==> src/rtl/inert_cmd_seq.sv <==
// Inertial-sensor command sequencer: power-up delay, four config writes, then INT-driven yaw reads.
// Define PITCH_RD_EN to extend each read sequence with the pitch bytes and drive the pitch output.
module inert_cmd_seq #(
  parameter int PWR_UP_W = 16
) (
  input  logic        clk,
  input  logic        rst,
  input  logic        INT,
  input  logic        done,
  input  logic [15:0] rd_data,
  output logic        wrt,
  output logic [15:0] cmd,
  output logic [15:0] yaw,
  output logic [15:0] pitch,
  output logic        vld,
  output logic        init_done
);

  // state     | meaning
  // PWRUP     | power-up delay counting
  // SEND      | wrt pulse, cmd holds ROM[idx]
  // WAIT_DONE | waiting for a fresh done rise
  // WAIT_INT  | idle, sampling synchronized INT
  // UPDATE    | yaw/pitch just loaded, vld pulse
  typedef enum logic [2:0] {PWRUP, SEND, WAIT_DONE, WAIT_INT, UPDATE} state_t;

`ifdef PITCH_RD_EN
  localparam logic [2:0] LAST_IDX = 3'd7;
`else
  localparam logic [2:0] LAST_IDX = 3'd5;
`endif

  state_t              r_state, w_state_nxt;
  logic [2:0]          r_idx, w_idx_nxt;
  logic [PWR_UP_W-1:0] r_cnt;
  logic                r_int_meta, r_int_s, r_done_q;
  logic                w_done_rise, w_init_set;
  logic                r_wrt, r_vld, r_init_done;
  logic [15:0]         r_cmd, r_yaw;
  logic [7:0]          r_yl;
  logic                w_unused_rd;

  function automatic logic [15:0] rom(input logic [2:0] i);
    case (i)
      3'd0:    rom = 16'h0D02;
      3'd1:    rom = 16'h1160;
      3'd2:    rom = 16'h1560;
      3'd3:    rom = 16'h1460;
      3'd4:    rom = 16'hA600;
      3'd5:    rom = 16'hA700;
      3'd6:    rom = 16'hA200;
      default: rom = 16'hA300;
    endcase
  endfunction

  assign w_done_rise = done & ~r_done_q;
  assign w_unused_rd = ^rd_data[15:8];

  always_ff @(posedge clk or posedge rst) begin
    if (rst) begin
      r_int_meta <= 1'b0;
      r_int_s    <= 1'b0;
      r_done_q   <= 1'b0;
    end else begin
      r_int_meta <= INT;
      r_int_s    <= r_int_meta;
      r_done_q   <= done;
    end
  end

  always_comb begin
    w_state_nxt = r_state;
    w_idx_nxt   = r_idx;
    w_init_set  = 1'b0;
    case (r_state)
      PWRUP: begin
        if (&r_cnt) begin
          w_state_nxt = SEND;
          w_idx_nxt   = 3'd0;
        end
      end
      SEND: w_state_nxt = WAIT_DONE;
      WAIT_DONE: begin
        if (w_done_rise) begin
          if (r_idx == 3'd3) begin
            w_init_set  = 1'b1;
            w_state_nxt = WAIT_INT;
          end else if (r_idx == LAST_IDX) begin
            w_state_nxt = UPDATE;
          end else begin
            w_idx_nxt   = r_idx + 3'd1;
            w_state_nxt = SEND;
          end
        end
      end
      WAIT_INT: begin
        if (r_int_s) begin
          w_idx_nxt   = 3'd4;
          w_state_nxt = SEND;
        end
      end
      UPDATE:  w_state_nxt = WAIT_INT;
      default: w_state_nxt = PWRUP;
    endcase
  end

  // wrt/cmd/vld are registered off the next state so they line up with SEND/UPDATE.
  always_ff @(posedge clk or posedge rst) begin
    if (rst) begin
      r_state     <= PWRUP;
      r_idx       <= 3'd0;
      r_cnt       <= '0;
      r_wrt       <= 1'b0;
      r_vld       <= 1'b0;
      r_cmd       <= 16'h0000;
      r_init_done <= 1'b0;
    end else begin
      r_state <= w_state_nxt;
      r_idx   <= w_idx_nxt;
      r_wrt   <= (w_state_nxt == SEND);
      r_vld   <= (w_state_nxt == UPDATE);
      if (r_state == PWRUP) r_cnt <= r_cnt + PWR_UP_W'(1);
      if (w_state_nxt == SEND) r_cmd <= rom(w_idx_nxt);
      if (w_init_set) r_init_done <= 1'b1;
    end
  end

`ifdef PITCH_RD_EN
  logic [7:0]  r_yh, r_pl;
  logic [15:0] r_pitch;

  always_ff @(posedge clk or posedge rst) begin
    if (rst) begin
      r_yl <= 8'h00;
      r_yh <= 8'h00;
      r_pl <= 8'h00;
    end else if (r_state == WAIT_DONE && w_done_rise) begin
      case (r_idx)
        3'd4:    r_yl <= rd_data[7:0];
        3'd5:    r_yh <= rd_data[7:0];
        3'd6:    r_pl <= rd_data[7:0];
        default: ;
      endcase
    end
  end

  // The final byte is taken straight from rd_data so results are valid in the vld cycle.
  always_ff @(posedge clk or posedge rst) begin
    if (rst) begin
      r_yaw   <= 16'h0000;
      r_pitch <= 16'h0000;
    end else if (w_state_nxt == UPDATE) begin
      r_yaw   <= {r_yh, r_yl};
      r_pitch <= {rd_data[7:0], r_pl};
    end
  end

  assign pitch = r_pitch;
`else
  always_ff @(posedge clk or posedge rst) begin
    if (rst) begin
      r_yl <= 8'h00;
    end else if (r_state == WAIT_DONE && w_done_rise && r_idx == 3'd4) begin
      r_yl <= rd_data[7:0];
    end
  end

  always_ff @(posedge clk or posedge rst) begin
    if (rst) begin
      r_yaw <= 16'h0000;
    end else if (w_state_nxt == UPDATE) begin
      r_yaw <= {rd_data[7:0], r_yl};
    end
  end

  assign pitch = 16'h0000;
`endif

  assign wrt       = r_wrt;
  assign cmd       = r_cmd;
  assign yaw       = r_yaw;
  assign vld       = r_vld;
  assign init_done = r_init_done;

endmodule

==> config.mk <==
export PLATFORM = sky130hd
export DESIGN_NAME = inert_cmd_seq
export DESIGN_NICKNAME = d
export VERILOG_FILES = /design/src/rtl/inert_cmd_seq.sv
export SDC_FILE = /design/constraint.sdc
export NUM_CORES = 1
export LEC_CHECK = 0
export ABC_CLOCK_PERIOD_IN_PS = 3400
export BUFFER_PORTS_ARGS = -buffer_cell sky130_fd_sc_hd__buf_4
export CORE_MARGIN = 1
export CORE_UTILIZATION = 52
export DETAILED_ROUTE_END_ITERATION = 8
export PLACE_DENSITY = 0.77
export SYNTH_ARGS = -nofsm -noshare
export SYNTH_HDL_FRONTEND = slang
export SYNTH_SLANG_ARGS = --single-unit
==> constraint.sdc <==
create_clock -name clk -period 3.4 [get_ports clk]
set_input_delay 0 -clock clk [delete_from_list [all_inputs] [get_ports clk]]
set_output_delay 0 -clock clk [all_outputs]
set_load 0.02 [all_outputs]
==> reports/metrics.csv <==
stage;metric;value;unit
outcome;status;finished, final reports clean;
sta;rsz0062_at_grt;no;
drt;drc;0;
yosys;synth_top_cell_by_area;dfrtp_1;
clocking;root_buffer;clkbuf_8;
floorplan;ios;71;
drt;routed.top_layer;met4;
yosys;synth-edff-count;0;
drt;via_per_inst;4.942;
sta;post-route-min-period;2.343;ns
global_routing;grt_overflow_total;0;
yosys;ys_seq_area_share;52.70;%
yosys;synth_top_area_share;52.70;%
yosys;async_reset_ff_share;100.0;%
floorplan;core_region_area;4880;µm²
clocking;h-tree-depth;3;
floorplan;fp.dieH;74.14;µm
cells_and_area;nFillCells;394;
yosys;yosysWarnings;0;
floorplan;die-area;5497;µm²
drt;dr_wl_met3;268;µm
drt;route.met2.wl;2.505;mm
global_routing;grt_pass1_wl;8.487;mm
yosys;netlist_top_cells_count;nand2_1 (58), dfrtp_1 (57), buf_4 (30);
critical_path;path_class;reg -> reg;
cells_and_area;drive_above_1_share;23.17;%
global_routing;grt_max_degree;36;
critical_path;critPathArrivalTime;2.56;ns
yosys;synth-seq-cells;57;
critical_path;cp_max_fo;7;
sta;clock_skew;0.008317;ns
drt;detail_route.wirelength.met1;2.228;mm
global_routing;antenna_found_initial;0;
yosys;synth.area.top_cells;dfrtp_1 (53%), buf_4 (8.3%), nand2_1 (8.0%), mux2_1 (3.7%), xnor2_1 (3.2%);
sta;layout_worst_path_cycle_share;68.91;%
cells_and_area;nets;333;
drt;drt_first_iter_violations;121;
clocking;clockBufferDepth;2;
global_routing;gr-usage-all-layers;21.36;%
yosys;ys_types;40;
yosys;yosysMostFrequentCell;nand2_1;
yosys;netlist_instances;260;
critical_path;cp.required;3.62;ns
drt;wl_per_cell;13.33;µm
flow_run;max-cap-violations;0;
floorplan;die_w;74.14;µm
placed_design;gp_congestion;0.9055;
clocking;cts_sinks;57;
drt;drtAntennaViolNets;0;
clocking;clkTransAtPathRegs;0.06;ns
clocking;cts_hold_buf;11;
cells_and_area;area_growth;19.37;%
sta;max_freq;0.4268;GHz
pwr;power_leakage;1.700;nW
pwr;p_total;2.620;mW
pwr;vdd.ir_drop.worst;0.4882;mV
worst_hold_path;hold_class;in -> async;
clocking;cts_tree;done;
cells_and_area;antenna_cells;0;
sta;hold_violations;0;
clocking;insertion_delay;0.34;ns
critical_path;cp-end-kind;register;
placed_design;io_buffers;40;
drt;num_vias;1888;
drt;drt-pass1-iter-count;4;
sta;maxSlewViolCount;0;
global_routing;grt_pass1_vias;1803;
clocking;cts_buffers;9;
critical_path;start_kind;register;
placed_design;dpl.hpwl;3.252;mm
sta;setup_tns;0;ns
sta;setup_viol;0;
clocking;postCtsSetupBuffers;0;
yosys;syn_avg_cell_area;10.41;µm²
yosys;synth_area;2706;µm²
clocking;cts_resized;0;
drt;wirelength;5.091;mm
yosys;synth-main-ff-cell;dfrtp_1;
floorplan;initial_core_util;55.46;%
pwr;p_per_area;811.0;nW/µm²
floorplan;rows;25;
[final cells by class]
cell class / instances / area [µm²] / area share, %
clock inverters: 3 / 40.04 / 1.239
well taps: 67 / 83.83 / 2.595
multi-input cells: 177 / 1055 / 32.65
repair buffers: 52 / 417.9 / 12.94
inverters: 14 / 52.55 / 1.627
flip-flops and latches: 57 / 1426 / 44.15
clock buffers: 12 / 155.1 / 4.802
[cell usage in the layout, fill, tap and decap left out, types with 2 or more instances in the layout]
master | synthesis | final
o22ai_1 | 3 | 3
inv_2 | 5 | 6
mux2_1 | 9 | 9
nor3_1 | 3 | 3
nor3_2 | 2 | 2
clkinv_2 | 0 | 2
and2_1 | 2 | 2
a21o_1 | 2 | 2
nand2_1 | 58 | 58
nor2_1 | 9 | 9
xnor2_1 | 10 | 10
ha_1 | 2 | 2
clkbuf_8 | 0 | 11
xor2_1 | 6 | 6
conb_1 | 1 | 22
nand4_1 | 9 | 9
inv_1 | 9 | 8
nor2b_1 | 2 | 2
nand3_1 | 3 | 3
nand2b_1 | 2 | 2
and3_1 | 2 | 2
nor4_4 | 2 | 2
o21ai_0 | 2 | 2
o21ai_1 | 5 | 5
dlygate4sd3_1 | 0 | 11
dfrtp_1 | 57 | 57
nand2_2 | 2 | 2
buf_4 | 30 | 41
o22ai_2 | 2 | 2
a21oi_1 | 5 | 5
or3b_1 | 3 | 3
[stage by stage]
step	utilization, %	hold WS (ns)	cell area, µm²	std cells	setup WS (ns)
6_report	66.21	0.2564	3231	382	1.057
5_1_grt	66.21	0.3098	3231	382	0.9234
4_1_cts	66.21	0.2604	3231	382	1.089
3_5_place_dp	59.95	0.05447	2925	356	1.137
3_3_place_gp	59.95	0.04555	2925	356	1.165
2_1_floorplan	-	0.03143	2785	281	1.361
[cells by family (layout without fill, tap and decap cells)]
family / after synthesis / count (layout) / synth area share (%)
XOR/XNOR: 16 / 16 / 5.178
multiplexers: 10 / 10 / 4.161
other: 1 / 22 / 0.1386
AND/OR/NAND/NOR: 105 / 105 / 20.11
adder cells (fa/ha/maj): 2 / 2 / 0.9245
buffers and inverters: 47 / 81 / 11.23
flip-flops: 57 / 57 / 52.70
AO/OA/AOI/OAI: 22 / 22 / 5.548
[sequential cells by signal (all words and copies together) (netlist names)]
register,count
cmd,5
r_int_meta,1
init_done,1
r_yl,8
vld,1
wrt,1
r_int_s,1
r_done_q,1
yaw,16
r_state,3
r_idx,3
r_cnt,16
[routing by layer]
metal / vias up / GRT usage (%)
li1: 909 / -
met1: 917 / 27.52
met2: 54 / 32.42
met3: 8 / 6.504
met4: 0 / 11.54
met5: - / 0
[critical path, stage by stage, from the launching register on]
cell and delay, ns:
dfrtp_1 0.51, inv_1 0.12, ha_1 0.28, or3b_1 0.41, o21ai_1 0.14, nand4_1 0.11, and3_1 0.24, inv_2 0.11
a21oi_1 0.04, mux2_2 0.27
[path summary, 6_finish.rpt]
kind,startpoint,endpoint,slack [ns],depth (start not counted)
worst max-delay path,r_idx[2],cmd[12],1.06,9
worst min-delay path,rst,r_yl[5],0.26,3
worst max register to register,r_idx[2],cmd[12],1.06,9
worst min register to register,r_int_meta,r_int_s,0.35,0
max in group asynchronous,rst,r_yl[3],2.34,4
min in group clk,INT,r_int_meta,0.31,2
[power breakdown]
part           leakage [nW]  switching, mW  internal, mW
combinational         0.851          0.519         0.383
sequential            0.747          0.190         0.900
clock                 0.102          0.256         0.372
Note: power is estimated with default switching activity, not from simulation.
